$ cat src/rtl/alu_seq.sv
// Sequential, handshaked ALU. Single-cycle commands finish on the accept edge.
// Shifts are done iteratively through a 1-bit stage, one position per cycle.
// Results and flags are registered and held in DONE until the consumer takes them.
module alu_seq #(
  parameter int W     = 8,
  parameter int CMD_W = 4
) (
  input  logic             clk,
  input  logic             reset,
  input  logic             in_valid,
  output logic             in_ready,
  input  logic [CMD_W-1:0] alu_cmd,
  input  logic [W-1:0]     inA,
  input  logic [W-1:0]     inB,
  input  logic             sc_i,
  output logic             out_valid,
  input  logic             out_ready,
  output logic [W-1:0]     rslt,
  output logic             sc_o,
  output logic             pari,
  output logic             branch_bool,
  output logic             busy
);

  localparam int SA_W = $clog2(W);

  localparam logic [CMD_W-1:0] CMD_LOAD  = CMD_W'(0);
  localparam logic [CMD_W-1:0] CMD_STORE = CMD_W'(1);
  localparam logic [CMD_W-1:0] CMD_XOR   = CMD_W'(2);
  localparam logic [CMD_W-1:0] CMD_BNE   = CMD_W'(3);
  localparam logic [CMD_W-1:0] CMD_ADD   = CMD_W'(4);
  localparam logic [CMD_W-1:0] CMD_MOV   = CMD_W'(5);
  localparam logic [CMD_W-1:0] CMD_LSH   = CMD_W'(6);
  localparam logic [CMD_W-1:0] CMD_RSH   = CMD_W'(7);
  localparam logic [CMD_W-1:0] CMD_LOADI = CMD_W'(8);
  localparam logic [CMD_W-1:0] CMD_PARI  = CMD_W'(9);

  typedef enum logic [1:0] {
    S_IDLE,
    S_SHIFT,
    S_DONE
  } state_t;

  state_t            r_state;
  state_t            w_state_nxt;

  logic [W-1:0]      r_rslt;
  logic              r_sc;
  logic              r_pari;
  logic              r_bb;
  logic [W-1:0]      r_sh;
  logic [SA_W-1:0]   r_cnt;
  logic              r_left;

  logic              w_accept;
  logic [SA_W-1:0]   w_amt;
  logic              w_amt_hi;
  logic              w_is_shift;
  logic              w_start_shift;
  logic [W-1:0]      w_rslt;
  logic              w_sc;
  logic              w_bb;
  logic [W-1:0]      w_sh_next;
  logic              w_sh_out;
  logic              w_last;

  assign w_accept      = in_valid && in_ready;
  assign w_amt         = inA[SA_W-1:0];
  assign w_amt_hi      = |(inA >> SA_W);
  assign w_is_shift    = (alu_cmd == CMD_LSH) || (alu_cmd == CMD_RSH);
  assign w_start_shift = w_is_shift && !w_amt_hi && (w_amt != '0);
  assign w_last        = (r_cnt == SA_W'(1));

  // Single-cycle result for the command presented at the inputs.
  always_comb begin
    w_rslt = '0;
    w_sc   = 1'b0;
    w_bb   = 1'b0;
    case (alu_cmd)
      CMD_LOAD, CMD_STORE, CMD_MOV: w_rslt = inA;
      CMD_XOR:   w_rslt = inA ^ inB;
      CMD_BNE: begin
        w_bb      = (inA != inB);
        w_rslt[0] = (inA != inB);
      end
      CMD_ADD:   {w_sc, w_rslt} = {1'b0, inA} + {1'b0, inB} + (W+1)'(sc_i);
      CMD_LSH, CMD_RSH: begin
        // Only the amt=0 case resolves here; out-of-range amounts yield 0.
        if (!w_amt_hi && (w_amt == '0)) w_rslt = inB;
      end
      CMD_LOADI: w_rslt = inB;
      CMD_PARI:  w_rslt[0] = ^inA;
      default: ;
    endcase
  end

  // One-position shift step and the bit it pushes out.
  always_comb begin
    if (r_left) begin
      w_sh_next = {r_sh[W-2:0], 1'b0};
      w_sh_out  = r_sh[W-1];
    end else begin
      w_sh_next = {1'b0, r_sh[W-1:1]};
      w_sh_out  = r_sh[0];
    end
  end

  // State register.
  always_ff @(posedge clk) begin
    if (reset) r_state <= S_IDLE;
    else       r_state <= w_state_nxt;
  end

  // Next-state logic.
  always_comb begin
    w_state_nxt = r_state;
    case (r_state)
      S_IDLE: begin
        if (w_accept) w_state_nxt = w_start_shift ? S_SHIFT : S_DONE;
      end
      S_SHIFT: begin
        if (w_last) w_state_nxt = S_DONE;
      end
      S_DONE: begin
        if (w_accept)       w_state_nxt = w_start_shift ? S_SHIFT : S_DONE;
        else if (out_ready) w_state_nxt = S_IDLE;
      end
      default: w_state_nxt = S_IDLE;
    endcase
  end

  // Handshake and status outputs decoded from state.
  always_comb begin
    in_ready  = (r_state == S_IDLE) || ((r_state == S_DONE) && out_ready);
    out_valid = (r_state == S_DONE);
    busy      = (r_state != S_IDLE);
  end

  // Operand capture, shift iteration and result registers.
  always_ff @(posedge clk) begin
    if (reset) begin
      r_rslt <= '0;
      r_sc   <= 1'b0;
      r_pari <= 1'b0;
      r_bb   <= 1'b0;
      r_sh   <= '0;
      r_cnt  <= '0;
      r_left <= 1'b0;
    end else if (w_accept) begin
      r_sh   <= inB;
      r_cnt  <= w_amt;
      r_left <= (alu_cmd == CMD_LSH);
      if (!w_start_shift) begin
        r_rslt <= w_rslt;
        r_sc   <= w_sc;
        r_pari <= ^w_rslt;
        r_bb   <= w_bb;
      end
    end else if (r_state == S_SHIFT) begin
      r_sh  <= w_sh_next;
      r_cnt <= r_cnt - SA_W'(1);
      if (w_last) begin
        r_rslt <= w_sh_next;
        r_sc   <= w_sh_out;
        r_pari <= ^w_sh_next;
        r_bb   <= 1'b0;
      end
    end
  end

  assign rslt        = r_rslt;
  assign sc_o        = r_sc;
  assign pari        = r_pari;
  assign branch_bool = r_bb;

endmodule

$ cat config.mk
export PLATFORM = sky130hd
export DESIGN_NAME = alu_seq
export DESIGN_NICKNAME = d
export VERILOG_FILES = /design/src/rtl/alu_seq.sv
export SDC_FILE = /design/constraint.sdc
export NUM_CORES = 1
export LEC_CHECK = 0
export ABC_AREA = 1
export CELL_PAD_IN_SITES_DETAIL_PLACEMENT = 0
export CELL_PAD_IN_SITES_GLOBAL_PLACEMENT = 2
export CORE_AREA = 2 2 92 94
export CTS_CLUSTER_DIAMETER = 80
export DETAILED_ROUTE_END_ITERATION = 12
export DIE_AREA = 0 0 94 96
export MAX_ROUTING_LAYER = met4
export PLACE_DENSITY_LB_ADDON = 0.1
export SLEW_MARGIN = 20
export SYNTH_ARGS = -nofsm -noshare
export SYNTH_HDL_FRONTEND = slang
export SYNTH_SLANG_ARGS = --single-unit
$ cat constraint.sdc
create_clock -name clk -period 4.1 [get_ports clk]
set_input_delay 0.82 -clock clk [delete_from_list [all_inputs] [get_ports clk]]
set_output_delay 0.82 -clock clk [all_outputs]
set_load 0.05 [all_outputs]
# Yosys cells after proc, flatten, opt, wreduce, memory -nomap -nowiden

Cells that the tools add are included.

Add/sub/neg operators: 3
Equality and inequality tests: 17
Mux-type cells: 33
Bitwise gates (word level): 1
Reduce and logical (&&, ||, !) cells: 23

Operators by type and width:

| operator                                       | count |
|---|---|
| 2-to-1 mux 8 bit                               | 8 |
| case mux 7 bit (5 select lines)                | 1 |
| XOR reduction 8 bit                            | 3 |
| == test 4 x 3 -> 1 bit (second input constant) | 4 |
| 2-to-1 mux 1 bit                               | 15 |
| 2-to-1 mux 2 bit                               | 5 |
| adder 8 x 8 -> 9 bit                           | 1 |
| adder 9 x 1 -> 9 bit                           | 1 |
| == test 4 x 2 -> 1 bit (second input constant) | 2 |
| == test 4 bit (second input constant)          | 2 |
| inequality test 8 bit                          | 1 |
| bitwise XOR 8 bit                              | 1 |
| case mux 1 bit (7 select lines)                | 1 |
| 2-to-1 mux 3 bit                               | 2 |
| inequality test 2 bit (second input constant)  | 3 |
| case mux 2 bit (3 select lines)                | 1 |
| AND reduction 3 bit                            | 2 |
| nonzero test 2 bit                             | 3 |
| logical AND 1 bit                              | 5 |
| OR reduction 5 bit                             | 1 |
| == test 4 x 1 -> 1 bit (second input constant) | 1 |
| zero test 4 bit                                | 1 |
| == test 3 x 1 -> 1 bit (second input constant) | 1 |
| zero test 3 bit                                | 1 |
| 10 further kinds                               | 11 |

Flip-flop bits (word level): 25
Input bits: 25

# Logic depth before layout (Yosys ltp)

Gate-level depths: netlist of the first run.

Depth in word-level cells: 8
Gate-level depth with buffers: 20

# Least setup slack after synthesis of the first run

No wires, ideal clock.

Path kind: input port to flip-flop
Start point: input port out_ready
End point: register r_pari, in the netlist pari
Arrival: 2.568 ns
Required time: 4.030 ns
Setup slack: 1.462 ns
Stages: 11
Buffers on the path: 1
Cells stage by stage: nor2_1 nor2_1 nand2_1 inv_2 nand2_1 nand2_1 nand2_1 inv_2 buf_6 o21ai_0 a21oi_1

Word-level cells in the longest chain between the ends: 5
Elaborated cells on any way between the ends: 8
Classes of those cells: eq/ne: 1; mux: 1; reduce/logical: 6

Ends and longest elaborated chain:

| element                                                                      | line | text |
|---|---|---|
| from (decl)                                                                  | 17   | `input logic out_ready,` |
| logical AND 1 bit *                                                          | 134  | `in_ready = (r_state == S_IDLE) \|\| ((r_state == S_DONE) && out_ready);` |
| logical OR 1 bit *                                                           | 134  |  |
| via in_ready                                                                 | 11   | `output logic in_ready,` |
| logical AND 1 bit *                                                          | 67   | `assign w_accept = in_valid && in_ready;` |
| inequality test 2 bit (no line) / nonzero test 2 bit (equally long branches) | --   |  |
| AND reduction 3 bit (no line)                                                | --   |  |
| to (signal assigned)                                                         | 156  | `r_pari <= ^w_rslt;` |
| to (signal assigned)                                                         | 165  | `r_pari <= ^w_sh_next;` |
| to (decl)                                                                    | 49   | `logic r_pari;` |

Mark *: on every way through the listed nets, which the timed path passes. The rest lies on a longest branch.
A chain may end at the register's enable or synchronous reset.

# Worst setup path in the final report of the first run

Start point: input port inA[0]
End point: register r_pari, in the netlist pari

Word-level cells in the longest chain between the ends: 7
Elaborated cells on any way between the ends: 17
Classes of those cells: add/sub: 2; eq/ne: 2; mux: 5; bitwise: 1; reduce/logical: 7

Ends and longest elaborated chain:

| element                                                      | line | text |
|---|---|---|
| from (decl)                                                  | 13   | `input logic [W-1:0] inA,` |
| branches (longest 7 deep; another with adder 8 x 8 -> 9 bit) | --   |  |

Parallel ways; which one is timed is not known. The select of a mux whose other input is x is not followed.

==> run metrics, run 1 <==
final cell count without fillers=542; cell depth of the worst flop-to-flop path=8; internal power=about 440 uW; RSZ-0062 raised after global routing=no; GRT Util Overall=between 15 and 20%; EDFF count, synth=0; Hold Crit Class=flip-flop to flip-flop; FF-to-FF setup slack=between 2 and 2.5 ns; global placer's final weighted congestion=0.857; CTS tree=yes; largest net degree at the start of global routing=22; crit-path max FO=5; setup bufs post-CTS=0; Worst Hold Path Cells=2; DR vias=~2500; Sw Ratio=around 40%; Clock H-tree levels=1; synth cell count leaders=nand2_1, inv_1, nand3_1; layout cells sized above 1=around 4.3%; CP endpoint kind=flip-flop; WP data required=between 4 and 5 ns; sequential power share=37.3%; first-pass GRT wire length=~12 mm; Final Hold Fails=0; Slew Limit Fails=0; Setup Crit Path Kind=input pin to flip-flop; CTS Root Cell=clkbuf_8; clock share of power=21.0%; dpl hpwl=around 5.8 mm; Avg Synthesized Cell Area=between 5 and 6 um2; Hold Slack=0.479 ns; first-iteration detailed-routing DRC count=between 90 and 100; min-delay src=branch_bool; Max-slew headroom=62.2%; insertion delay of the later-clocked pin in the worst-skew pair=0.27 ns; Yosys cell types=37; DRC viols=0; top-count cell post-synth=nand2_1; status=complete, no violations; Worst Path Arrival=3.30 ns; launching point of the worst reg2reg path=r_state[0]; via-per-instance ratio=around 4.7; ANT cells=0; grt ovf=0; initial antenna violation count=0; vias in the first global route=about 2400; core box area=about 8000 um2; post-synthesis cell area=around 2300 um2; Tcrit/Tclk final=75.7%; Sw Pwr=289 uW; Synth Flop Type=dfxtp_1; R2R Path End=rslt[3]; nets=approximately 480; Slew @ Worst Pin=around 0.57 ns; TritonRoute pass-1 iters=4; Initial Util=29.0%; PwrDens=around 260 nW/um2; Highest Clock Rate=about 320 MHz; Max-Cap Viols=0; Min-Delay Endpoint=branch_bool; die height=approximately 96 um; Finished Core Util=about a third; Routed Antenna Nets=0; Top Ports=39; top cell type's share of synthesized area=roughly 21%; Seq cells post-synth=25; Logic pwr share=41.7%; post-synthesis net count=439; Core Rows=33; wire per inst=roughly 13 um; total CTS buffers=3; clock sink total=25; crit start category=input pin; clock-pin slew on the worst setup and hold paths=around 0.10 ns; FFs w/ async S/R, synth=0%; CTS resizes=0; DP Cell Count=roughly 540; Die Width=~94 um; Syn Inst Count=401; min cycle time layout=roughly 3.1 ns; Final TNS setup=0 ns; Power, Total=roughly 730 uW; top cells by area, synth=dfxtp_1, nand2_1, inv_1; Pleak=around 1.4 nW; cts hold-fix bufs=0; peak supply drop=between 150 and 200 uV; Ys Warns=0; Max Clock Skew=about 0.012 ns; IO buf count=38; leading area contributor after synthesis=dfxtp_1; Syn-to-layout area delta=21.8%; sequential share of the synthesized area=between 20% and 30%; drt total wl=about 7.2 mm; Longest Clk Path Bufs=2; # setup viols final=0; total die area=between 9000 and 10000 um2
==> how the worst max path moves through the flow <==
stage / startpoint / endpoint / slack (ns) / cells past startpoint
6_report: inA[0] / pari / 1.0 / 21
5_1_grt: inA[0] / pari / 0.75 / 19
3_5_place_dp: inA[0] / pari / 0.70 / 19
2_1_floorplan: out_ready / pari / 1.46 / 11
3_3_place_gp: inA[0] / pari / 0.76 / 21
4_1_cts: inA[0] / pari / 0.96 / 19
==> placed cells by master (no fill, tap or decap), drive strengths merged, types with 2 or more instances in the layout <==
| cell type | n |
|---|---|
| xnor2 | 4 |
| o22ai | 2 |
| clkdlybuf4s50 | 38 |
| clkinv | 3 |
| ha | 11 |
| nor2 | 34 |
| or2 | 4 |
| inv | 65 |
| fa | 2 |
| clkbuf | 3 |
| nand3 | 42 |
| nand2 | 133 |
| o211ai | 6 |
| xor2 | 2 |
| a21oi | 20 |
| o21ai | 25 |
| dfxtp | 25 |
| o221ai | 2 |
| a31oi | 9 |
==> per-stage QoR <==
step | setup slack (ns) | area, um2
after floorplan | 1.46 | 2330
after global placement | 0.764 | 2800
after detailed placement | 0.698 | 2800
after CTS | 0.964 | 2840
after global routing | 0.753 | 2840
final | 0.998 | 2840
==> sequential cells by signal, indices dropped and copies added, names as in the netlist <==
name / count
sc_o: 1
r_state: 2
pari: 1
r_sh: 8
rslt: 8
r_left: 1
branch_bool: 1
r_cnt: 3
==> cell type report <==
cell class | instances | area [um2]
Tap cell | 105 | 131
Clock inverter | 1 | 5.00
Timing Repair Buffer | 39 | 388
Clock buffer | 3 | 41.3
Multi-Input combinational cell | 302 | 1530
Fill cell | 954 | 5210
Inverter | 67 | 251
Sequential cell | 25 | 500
==> power by group through the flow <==
| stage | Clock [mW] | Combinational, mW | Sequential (mW) |
|---|---|---|---|
| 6_report | 0.153 | 0.304 | 0.273 |
| 2_1_floorplan | 0 | 0.179 | 0.307 |
| 4_1_cts | 0.158 | 0.307 | 0.273 |
| 5_1_grt | 0.167 | 0.342 | 0.275 |
| 3_3_place_gp | 0 | 0.306 | 0.278 |
| 3_5_place_dp | 0 | 0.305 | 0.278 |
==> worst max-delay path: stages <==
cell and delay, ns:
clkdlybuf4s50_1 0.61, fa_1 0.25, inv_1 0.05, fa_1 0.35, inv_1 0.07, nand2_1 0.06, nand2_1 0.12, nand3_1 0.10
nand2_1 0.07, nand2_1 0.06, nand3_1 0.07, nand2_1 0.09, inv_1 0.06, nand2_1 0.06, nand2_1 0.06, nand2_1 0.06
nand2_1 0.06, nand2_1 0.05, nand2_1 0.05, nand2_1 0.04, a21oi_1 0.14
==> cell families after synthesis <==
logic type      after synthesis  synth area share [%]
buf+inv                      74                  13.2
compound gates               67                  16.4
simple gates                216                  39.1
flops                        25                  21.4
fa+ha+maj                    13                  7.61
xor+xnor                      6                  2.25
==> routing by layer <==
layer | vias up | GRT usage [%] | routed length [um]
met1 | 1105 | 23.7 | 3640
met4 | 0 | 1.69 | 52
met5 | - | - | 0
met2 | 57 | 28.4 | 3200
li1 | 1359 | - | -
met3 | 4 | 2.43 | 336
Note: power is estimated with default switching activity, not from simulation.
==> run 2: changes to the inputs <==
Settings changed: CORE_AREA 2 2 92 94 to 2 2 95 97, DIE_AREA 0 0 94 96 to 0 0 97 99.
Clock period 4.1 ns to 2.9 ns, I/O delays scaled along.
==> run 2 against run 1 <==
Effect of this change:
- register-to-register slack worse by 0.96 ns
- clock power up 37%
- hold slack worse by 0.0034 ns
- sequential cell count unchanged
- first-iteration DRC count up 21%
- wire length up 1.9%
- global-route usage down 0.98 points
- sequential power up 41%
- cell area up 9.9%
- combinational power up 58%
- core utilization up 1.2 points
==> run metrics, run 2 (synthesis gave the netlist of run 1 again) <==
cts hold-fix bufs=0 (unchanged); Max-Cap Viols=0 (unchanged); grt ovf=0 (unchanged); Highest Clock Rate=380 MHz; global placer's final weighted congestion=0.826 (-3.6%); initial antenna violation count=0 (unchanged); Setup Crit Path Kind=input pin to flip-flop; wire per inst=12.7 um (-4.8%); first-pass GRT wire length=12.4 mm (+3.6%); dpl hpwl=6.01 mm (+4.0%); post-route design area=3130 um2 (+9.9%); Sw Pwr=412 uW (+43%); ANT cells=0 (unchanged); multi-input logic area=1540 um2 (+0.74%); DP Cell Count=576 (+7.1%); core box area=8550 um2 (+6.2%); Tcrit/Tclk final=approximately nine tenths; Die Width=97 um (+3.2%); Core Rows=34 (+3.0%); min cycle time layout=roughly 2.6 ns; total die area=9600 um2 (+6.4%); insertion delay of the later-clocked pin in the worst-skew pair=0.27 ns (about the same); Logic pwr share=44.7% (+3.0 points); sequential power share=35.8% (-1.5 points); Final WS setup=0.265 ns (-0.732 ns); first-iteration detailed-routing DRC count=115 (+21%); CTS tree=yes; largest net degree at the start of global routing=20 (-9.1%); Hold Crit Class=flip-flop to flip-flop; DR vias=2650 (+5.0%); crit-path max FO=4 (-1); Sw Ratio=38.3% (-1.3 points); CP endpoint kind=flip-flop; Top Ports=39 (unchanged); crit start category=input pin; Slew @ Worst Pin=0.548 ns (-0.0190 ns); leading cell type in the layout, fill and taps excluded=nand2_1; pre-CTS WS=-0.139 ns (-0.836 ns); status=complete, no violations; DRC viols=0 (unchanged); die height=99 um (+3.1%); Routed Antenna Nets=0 (unchanged); clock sink total=25 (unchanged); total CTS buffers=3 (unchanged); layout cells sized above 1=12.5% (+8.2 points); clock share of power=19.5% (-1.5 points); final cell count without fillers=580 (+7.0%); Buf+Inv Stages, Crit Path=2 (-2); WP data required=3.11 ns (-1.19 ns); Syn-to-layout area delta=33.9%; Longest Clk Path Bufs=2 (unchanged); drt total wl=7.36 mm (+1.9%); peak supply drop=212 uV (+37%); Max Clock Skew=0.00983 ns (-0.00240 ns); Worst Path Arrival=2.84 ns (-0.46 ns); via-per-instance ratio=4.57 (-1.9%); CTS Root Cell=clkbuf_8; # setup viols final=0 (unchanged); Slowest Stage Delay on Critical Path=0.47 ns (-0.14 ns); setup bufs post-CTS=0 (unchanged); RSZ-0062 raised after global routing=no; GRT Util Overall=16.4% (-0.98 points); vias in the first global route=2573 (+5.5%); nets=511 (+7.4%); clock-pin slew on the worst setup and hold paths=0.09 ns (about the same); FF/Latch Area=500 um2 (unchanged); Worst path slowest cell=clkdlybuf4s50_1; placed cell areas=3060 um2 (+9.4%); internal power=665 uW (+51%); delay-heaviest family, CP=simple AND/OR/NAND/NOR gates; Pleak=1.59 nW (+14%); TritonRoute pass-1 iters=6 (+2); Fillers=979 (+2.6%); Power, Total=1.08 mW (+48%); Max-slew headroom=63.4% (+1.3 points); Final TNS setup=0 ns (unchanged); Worst path most repeated cell=nand2_1; PwrDens=344 nW/um2 (+34%); crit path cell chain=clkdlybuf4s50_1, ha_1, nor2_1, nand3_1, o21ai_0, nand2_1, nor2_1, nand2_1, nand2_1, nand2_1, nand2_1, nand2_1, inv_1, nand2_1, nand2_1, nand2_1, a21oi_2; commonest cells after routing, fill and taps aside=nand2_1, inv_1, nand3_1, buf_4, clkdlybuf4s50_1; Slew Limit Fails=0 (unchanged); Initial Util=27.3% (-1.7 points); IO buf count=38 (unchanged); Clock H-tree levels=1 (unchanged); Final Hold Fails=0 (unchanged)
## run 2: cell types whose count changed in the layout (fill, tap and decap cells not counted)
cell / change
buf_4: +36
clkdlybuf4s50_1: -4
dlymetal6s2s_1: +3
nand2_1: -2
nand2_2: +2
a21oi_1: -1
a21oi_2: +1
fa_1: -1
fa_2: +1
## run 2: final timing paths
kind	start	end	slack, ns	cells after the start
max	inA[4]	pari	0.27	17
min reg2reg	branch_bool	branch_bool	0.48	2
min	branch_bool	branch_bool	0.48	2
max reg2reg	r_state[0]	rslt[6]	1.05	8
## run 2: worst register-to-register path, cell delays in order (launching register included)
cell	delay, ns
dfxtp_1	0.39
inv_1	0.09
nor2_1	0.18
clkinv_1	0.31
nand2_1	0.15
nand2_1	0.09
inv_2	0.23
o21ai_0	0.13
a31oi_1	0.20
## run 2: repair_timing
item                       4_1_cts  5_1_grt
hold endpoints to repair         0        0
resized for setup                0        7
setup endpoints to repair        0        1
## run 2: per-layer routing
| layer | GRT usage (%) | wire length [um] | share of wire (%) |
|---|---|---|---|
| met5 | - | 0 | 0 |
| met4 | 2.17 | 61 | 0.83 |
| met3 | 2.48 | 252 | 3.4 |
| met2 | 27.4 | 3380 | 46 |
| met1 | 21.5 | 3660 | 50 |
## run 2: per-stage QoR
step           hold WS [ns]  utilization [%]
2_1_floorplan         0.457                -
3_3_place_gp          0.450             35.8
3_5_place_dp          0.462             35.8
4_1_cts               0.479             36.3
5_1_grt               0.515             36.6
6_report              0.476             36.6
## run 2: area by class of cell
cell class,count,share of cell area [%]
Multi-Input combinational cell,302,49.2
Timing Repair Buffer,74,21.0
Sequential cell,25,16.0
Inverter,67,8.05
Tap cell,108,4.32
Clock buffer,3,1.32
Clock inverter,1,0.160
## run 2: power groups by stage
stage	Sequential, mW	Clock [mW]	Combinational (mW)
6_report	0.385	0.210	0.481
5_1_grt	0.389	0.241	0.543
4_1_cts	0.385	0.226	0.483
3_5_place_dp	0.393	0	0.480
3_3_place_gp	0.393	0	0.483
2_1_floorplan	0.435	0	0.252
==> run 3: changes to the inputs <==
Settings changed: ABC_AREA 1 to default, CORE_AREA 2 2 95 97 to 2 2 90 92, DIE_AREA 0 0 97 99 to 0 0 92 94.
==> run 3 against run 2 <==
Effect of this change:
- hold slack lost 0.020 ns
- register-to-register slack improved by 0.02 ns
- maximum frequency down 9.7%
- largest power group unchanged
- critical path type unchanged
- combinational power increased by 29%
- final cell count decreased by 11%
- the run now ends with negative setup slack left
- largest cell class unchanged
==> run metrics, run 3 <==
clock sink total=25 (unchanged); failing checks=negative setup slack; cts hold-fix bufs=0 (unchanged); Setup Crit Path Kind=input pin to flip-flop; status=finished with violations; total CTS buffers=3 (unchanged); RSZ-0062 raised after global routing=yes; Yosys cell types=52 (+41%); initial antenna violation count=0 (unchanged); Syn Inst Count=294 (-27%); PwrDens=333 nW/um2 (-3.2%); first-pass GRT wire length=13.2 mm (+6.2%); Pleak=1.58 nW (-0.87%); Max-slew headroom=61.6% (-1.9 points); TritonRoute pass-1 iters=4 (-2); Routed Antenna Nets=0 (unchanged); Hold Crit Class=flip-flop to flip-flop; Avg Synthesized Cell Area=7.63 um2 (+31%); Sw Pwr=437 uW (+6.0%); Max-Cap Viols=0 (unchanged); clock share of power=17.3% (-2.2 points); CP endpoint kind=flip-flop; via-per-instance ratio=4.88 (+6.9%); top cell type's share of synthesized area=22.3% (+0.85 points); Max Clock Skew=0.00294 ns (-0.00690 ns); drt total wl=8.08 mm (+9.8%); commonest cells after routing, fill and taps aside=buf_4, nor2_1, a21oi_1, nand2_1, dfxtp_1; Longest Clk Path Bufs=2 (unchanged); Final WS setup=-0.0174 ns (-0.283 ns); wire per inst=15.6 um (+23%); Tcrit/Tclk final=101% (+9.7 points); post-route design area=3640 um2 (+17%); die height=94 um (-5.1%); crit-path max FO=2 (-2); Highest Clock Rate=343 MHz (-9.7%); top-count cell post-synth=nor2_1; Top Ports=39 (unchanged); global placer's final weighted congestion=0.840 (+1.7%); DR vias=2525 (-4.7%); Hold Slack=0.456 ns (-0.0195 ns); Ys Warns=0 (unchanged); Final Hold Fails=0 (unchanged); sequential share of the synthesized area=22.3% (+0.85 points); Die Width=92 um (-5.2%); first-iteration detailed-routing DRC count=73 (-37%); min cycle time layout=2.92 ns (+0.283 ns); core box area=7610 um2 (-11%); clock-pin slew on the worst setup and hold paths=0.09 ns (about the same); sequential power share=31.6% (-4.2 points); WP data required=3.08 ns (-0.03 ns); multi-input logic area=1800 um2 (+17%); placed cell areas=3260 um2 (+6.5%); post-synthesis cell area=2240 um2 (-3.8%); Core Rows=32 (-5.9%); vias in the first global route=2581 (+0.31%); insertion delay of the later-clocked pin in the worst-skew pair=0.27 ns (about the same); internal power=777 uW (+17%); Slew @ Worst Pin=0.575 ns (+0.0275 ns); peak supply drop=160 uV (-24%); pre-CTS WS=-0.805 ns (-0.667 ns); CTS tree=yes; Seq cells post-synth=25 (unchanged); layout cells sized above 1=34.0% (+21 points); DRC viols=0 (unchanged); top cells by area, synth=dfxtp_1, a21oi_1, nor2_1; Logic pwr share=51.1% (+6.4 points); ANT cells=0 (unchanged); Initial Util=29.5% (+2.2 points); FF/Latch Area=500 um2 (unchanged); crit start category=input pin; Clock H-tree levels=1 (unchanged); Syn-to-layout area delta=62.3%; IO buf count=38 (unchanged); largest net degree at the start of global routing=26 (+30%); grt ovf=0 (unchanged); Slew Limit Fails=0 (unchanged); Worst Path Arrival=3.10 ns (+0.26 ns); EDFF count, synth=0 (unchanged); synth cell count leaders=nor2_1, a21oi_1, nand2_1; FFs w/ async S/R, synth=0% (unchanged); GRT Util Overall=19.9% (+3.5 points); dpl hpwl=6.32 mm (+5.0%); Sw Ratio=36.0% (-2.3 points); CTS Root Cell=clkbuf_8; nets=454 (-11%); post-synthesis net count=332 (-24%); Synth Flop Type=dfxtp_1; Fillers=771 (-21%); # setup viols final=1 (+1); total die area=8650 um2 (-9.9%); leading area contributor after synthesis=dfxtp_1; leading cell type in the layout, fill and taps excluded=buf_4
-- run 3: area by class of cell --
cell class                      count  share of cell area, %
Clock buffer                        3                   1.13
Sequential cell                    25                   13.7
Clock inverter                      1                  0.137
Inverter                           14                   1.44
Timing Repair Buffer              134                   30.7
Tap cell                          102                   3.50
Multi-Input combinational cell    238                   49.3
-- run 3: cells by family after synthesis --
group	count (synthesis)	share of synthesized area, %
AOI/OAI and AO/OA	85	25.0
xor gates and xnor gates	22	10.4
adders and majority gates	13	7.92
buffers and inverters	31	5.96
DFF	25	22.3
muxes	10	4.68
and+or+nand+nor	108	23.7
-- run 3: final timing paths --
| check | from | to | slack (ns) | cells past startpoint |
|---|---|---|---|---|
| min | rslt[5] | rslt[5] | 0.46 | 2 |
| max reg2reg | r_state[0] | sc_o | 1.07 | 5 |
| max | inA[0] | pari | -0.02 | 13 |
| min reg2reg | rslt[5] | rslt[5] | 0.46 | 2 |
-- run 3: through the flow --
step	TNS, ns	util, %	cells	power (mW)
6_report	-0.0174	47.9	517	1.21
5_1_grt	-0.177	47.9	517	1.29
4_1_cts	-0.00864	46.7	514	1.20
3_5_place_dp	-2.68	42.9	495	0.935
3_3_place_gp	-2.59	42.9	495	0.934
2_1_floorplan	-0.00656	-	294	0.703
-- run 3: worst max-delay path, cell delays in order --
cell      delay (ns)
buf_6           0.10
fa_2            0.38
inv_2           0.07
fa_2            0.43
inv_2           0.06
a22oi_2         0.05
nor3_2          0.22
a221oi_4        0.07
xnor2_1         0.16
xnor2_1         0.22
xnor3_1         0.36
xnor2_1         0.15
a211oi_1        0.24
-- run 3: metal layers --
layer | vias to the layer above | GRT usage (%) | wire length [um]
li1 | 1294 | - | -
met1 | 1174 | 25.3 | 3770
met2 | 49 | 34.5 | 3980
met3 | 8 | 0.963 | 177
met4 | 0 | 5.60 | 148
met5 | - | - | 0
-- run 3: repair_timing --
action,in CTS,in global routing
pin swaps,20,8
resized for setup,62,18
setup buffers,15,3
endpoints found under the setup margin,3,2
-- run 3: power groups by stage --
stage | Combinational (mW) | Sequential [mW] | Clock (mW)
after floorplan | 0.279 | 0.424 | 0
after global placement | 0.542 | 0.391 | 0
after detailed placement | 0.544 | 0.391 | 0
after CTS | 0.601 | 0.384 | 0.219
after global routing | 0.673 | 0.387 | 0.229
final | 0.620 | 0.384 | 0.210
==> RTL edit: new RTL, settings of run 3 <==
The parameter `CMD_W` goes from 4 to 6.
--- a/src/rtl/alu_seq.sv
+++ b/src/rtl/alu_seq.sv
@@ -3,7 +3,7 @@
 // Results and flags are registered and held in DONE until the consumer takes them.
 module alu_seq #(
   parameter int W     = 8,
-  parameter int CMD_W = 4
+  parameter int CMD_W = 6
 ) (
   input  logic             clk,
   input  logic             reset,
Interface: changed (resized alu_cmd); port bits go from 39 to 41. No check against the original RTL was run, so the function may have changed too.
==> RTL edit against run 3 <==
- critical path depth decreased by 1
- design area decreased by 3.9%
- count of clock-buffer cells in the layout increased by 1
- wire length decreased by 9.6%
- area after synthesis decreased by 3.8%
- total power decreased by 14%
- setup slack improved by 100 ps
- sequential cell count unchanged
- critical endpoint unchanged
- highest routed layer unchanged
==> RTL edit: results (changes against run 3) <==
| Metric | Value |
|---|---|
| Status | finished, final reports clean |
| Combinational share of power | 43.7% (-7.4 points) |
| CP top delay family | buffers and inverters |
| Non-clk buf share | 28.2% (-2.5 points) |
| Adder-Cell Fraction of Synth Area | 8.23% (+0.32 points) |
| Synth cell count leaders | a21oi_1, nand2_1, dfxtp_1, nor2_1, inv_1 |
| Vias per cell | 4.96 (+1.6%) |
| DP Worst Slack | -628 ps (+177 ps) |
| Layout clock area frac | 1.29% (+0.016 points) |
| Peak VDD IR | 0.164 mV (+2.1%) |
| Met3 Use GR | 2.09% (+1.1 points) |
| Crit-path max FO | 6 (+4) |
| P_sw | 0.000363 W (-17%) |
| Number of multi-input logic gates | 219 (-8.0%) |
| Layout cells sized above 1 | 32.4% (-1.6 points) |
| Largest net degree at the start of global routing | 23 (-12%) |
| Final RePlAce weighted congestion | 0.845 (+0.51%) |
| Static Leak | 1.45 nW (-7.7%) |
| Netlist cell types | 53 (+1.9%) |
| Number of global-route vias before repair | 2383 (-7.7%) |
| Dpl hpwl | 5680 microns (-10%) |
| Seq/total area | 14.3% (+0.55 points) |
| Post-Layout Cell Count | 482 (-6.8%) |
| Wire per inst | 15.2 microns (-3.1%) |
| GRT met1 Usage | 22.8% (-2.4 points) |
| Seq Cell Count | 25 (unchanged) |
| Overall routing resource usage | 17.4% (-2.5 points) |
| PortBufs | 40 (+5.3%) |
| Cells after DPL | 467 (-5.7%) |
| DRT iter0 DRCs | 64 (-12%) |
| Layout net count | 421 (-7.3%) |
| P_seq | 0.000376 W (-2%) |
| Syn nets | 316 (-4.8%) |
| # fillers | 806 (+4.5%) |
| Non-CTS inverters | 15 (+1) |
| Grt met2 use | 29.2% (-5.3 points) |
| Buffers, non-clock | 117 (-13%) |
| Final-layout clock buffer total | 4 (+1) |
| Mux contribution to synthesized area | 6.49% (+1.8 points) |
| Worst Max-Slew Pin Slew | 579 ps (+3.75 ps) |
| Multi-input logic area | 1780 sq um (-0.70%) |
| Post-Synth XOR/XNOR Area | 8.70% (-1.7 points) |
| Post-synthesis sequential area ratio | 23.2% (+0.89 points) |
==> RTL edit: cell types whose count changed after synthesis, moves of 7 or more <==
cell,delta
mux2i_1,+8
a211oi_1,+7
o21ai_0,-8
nor2_1,-12
==> RTL edit: worst paths after layout <==
kind,from,end,slack [ps],cells after the start
max,inB[2],pari,90,12
min,sc_o,sc_o,460,2
max reg2reg,r_left,pari,740,7
min reg2reg,sc_o,sc_o,460,2
==> RTL edit: kinds of logic after synthesis <==
kind of cell / after synthesis
buf+inv: 32
simple gates: 90
fa+ha+maj: 13
xor+xnor: 19
mux: 14
compound gates: 83
flops: 25
==> RTL edit: repair_timing <==
item | in CTS | in global routing
pin swaps | 14 | 21
setup endpoints to repair | 4 | 2
buffers inserted | 2 | 9
hold endpoints to repair | 0 | 0
gates resized for setup | 30 | 35
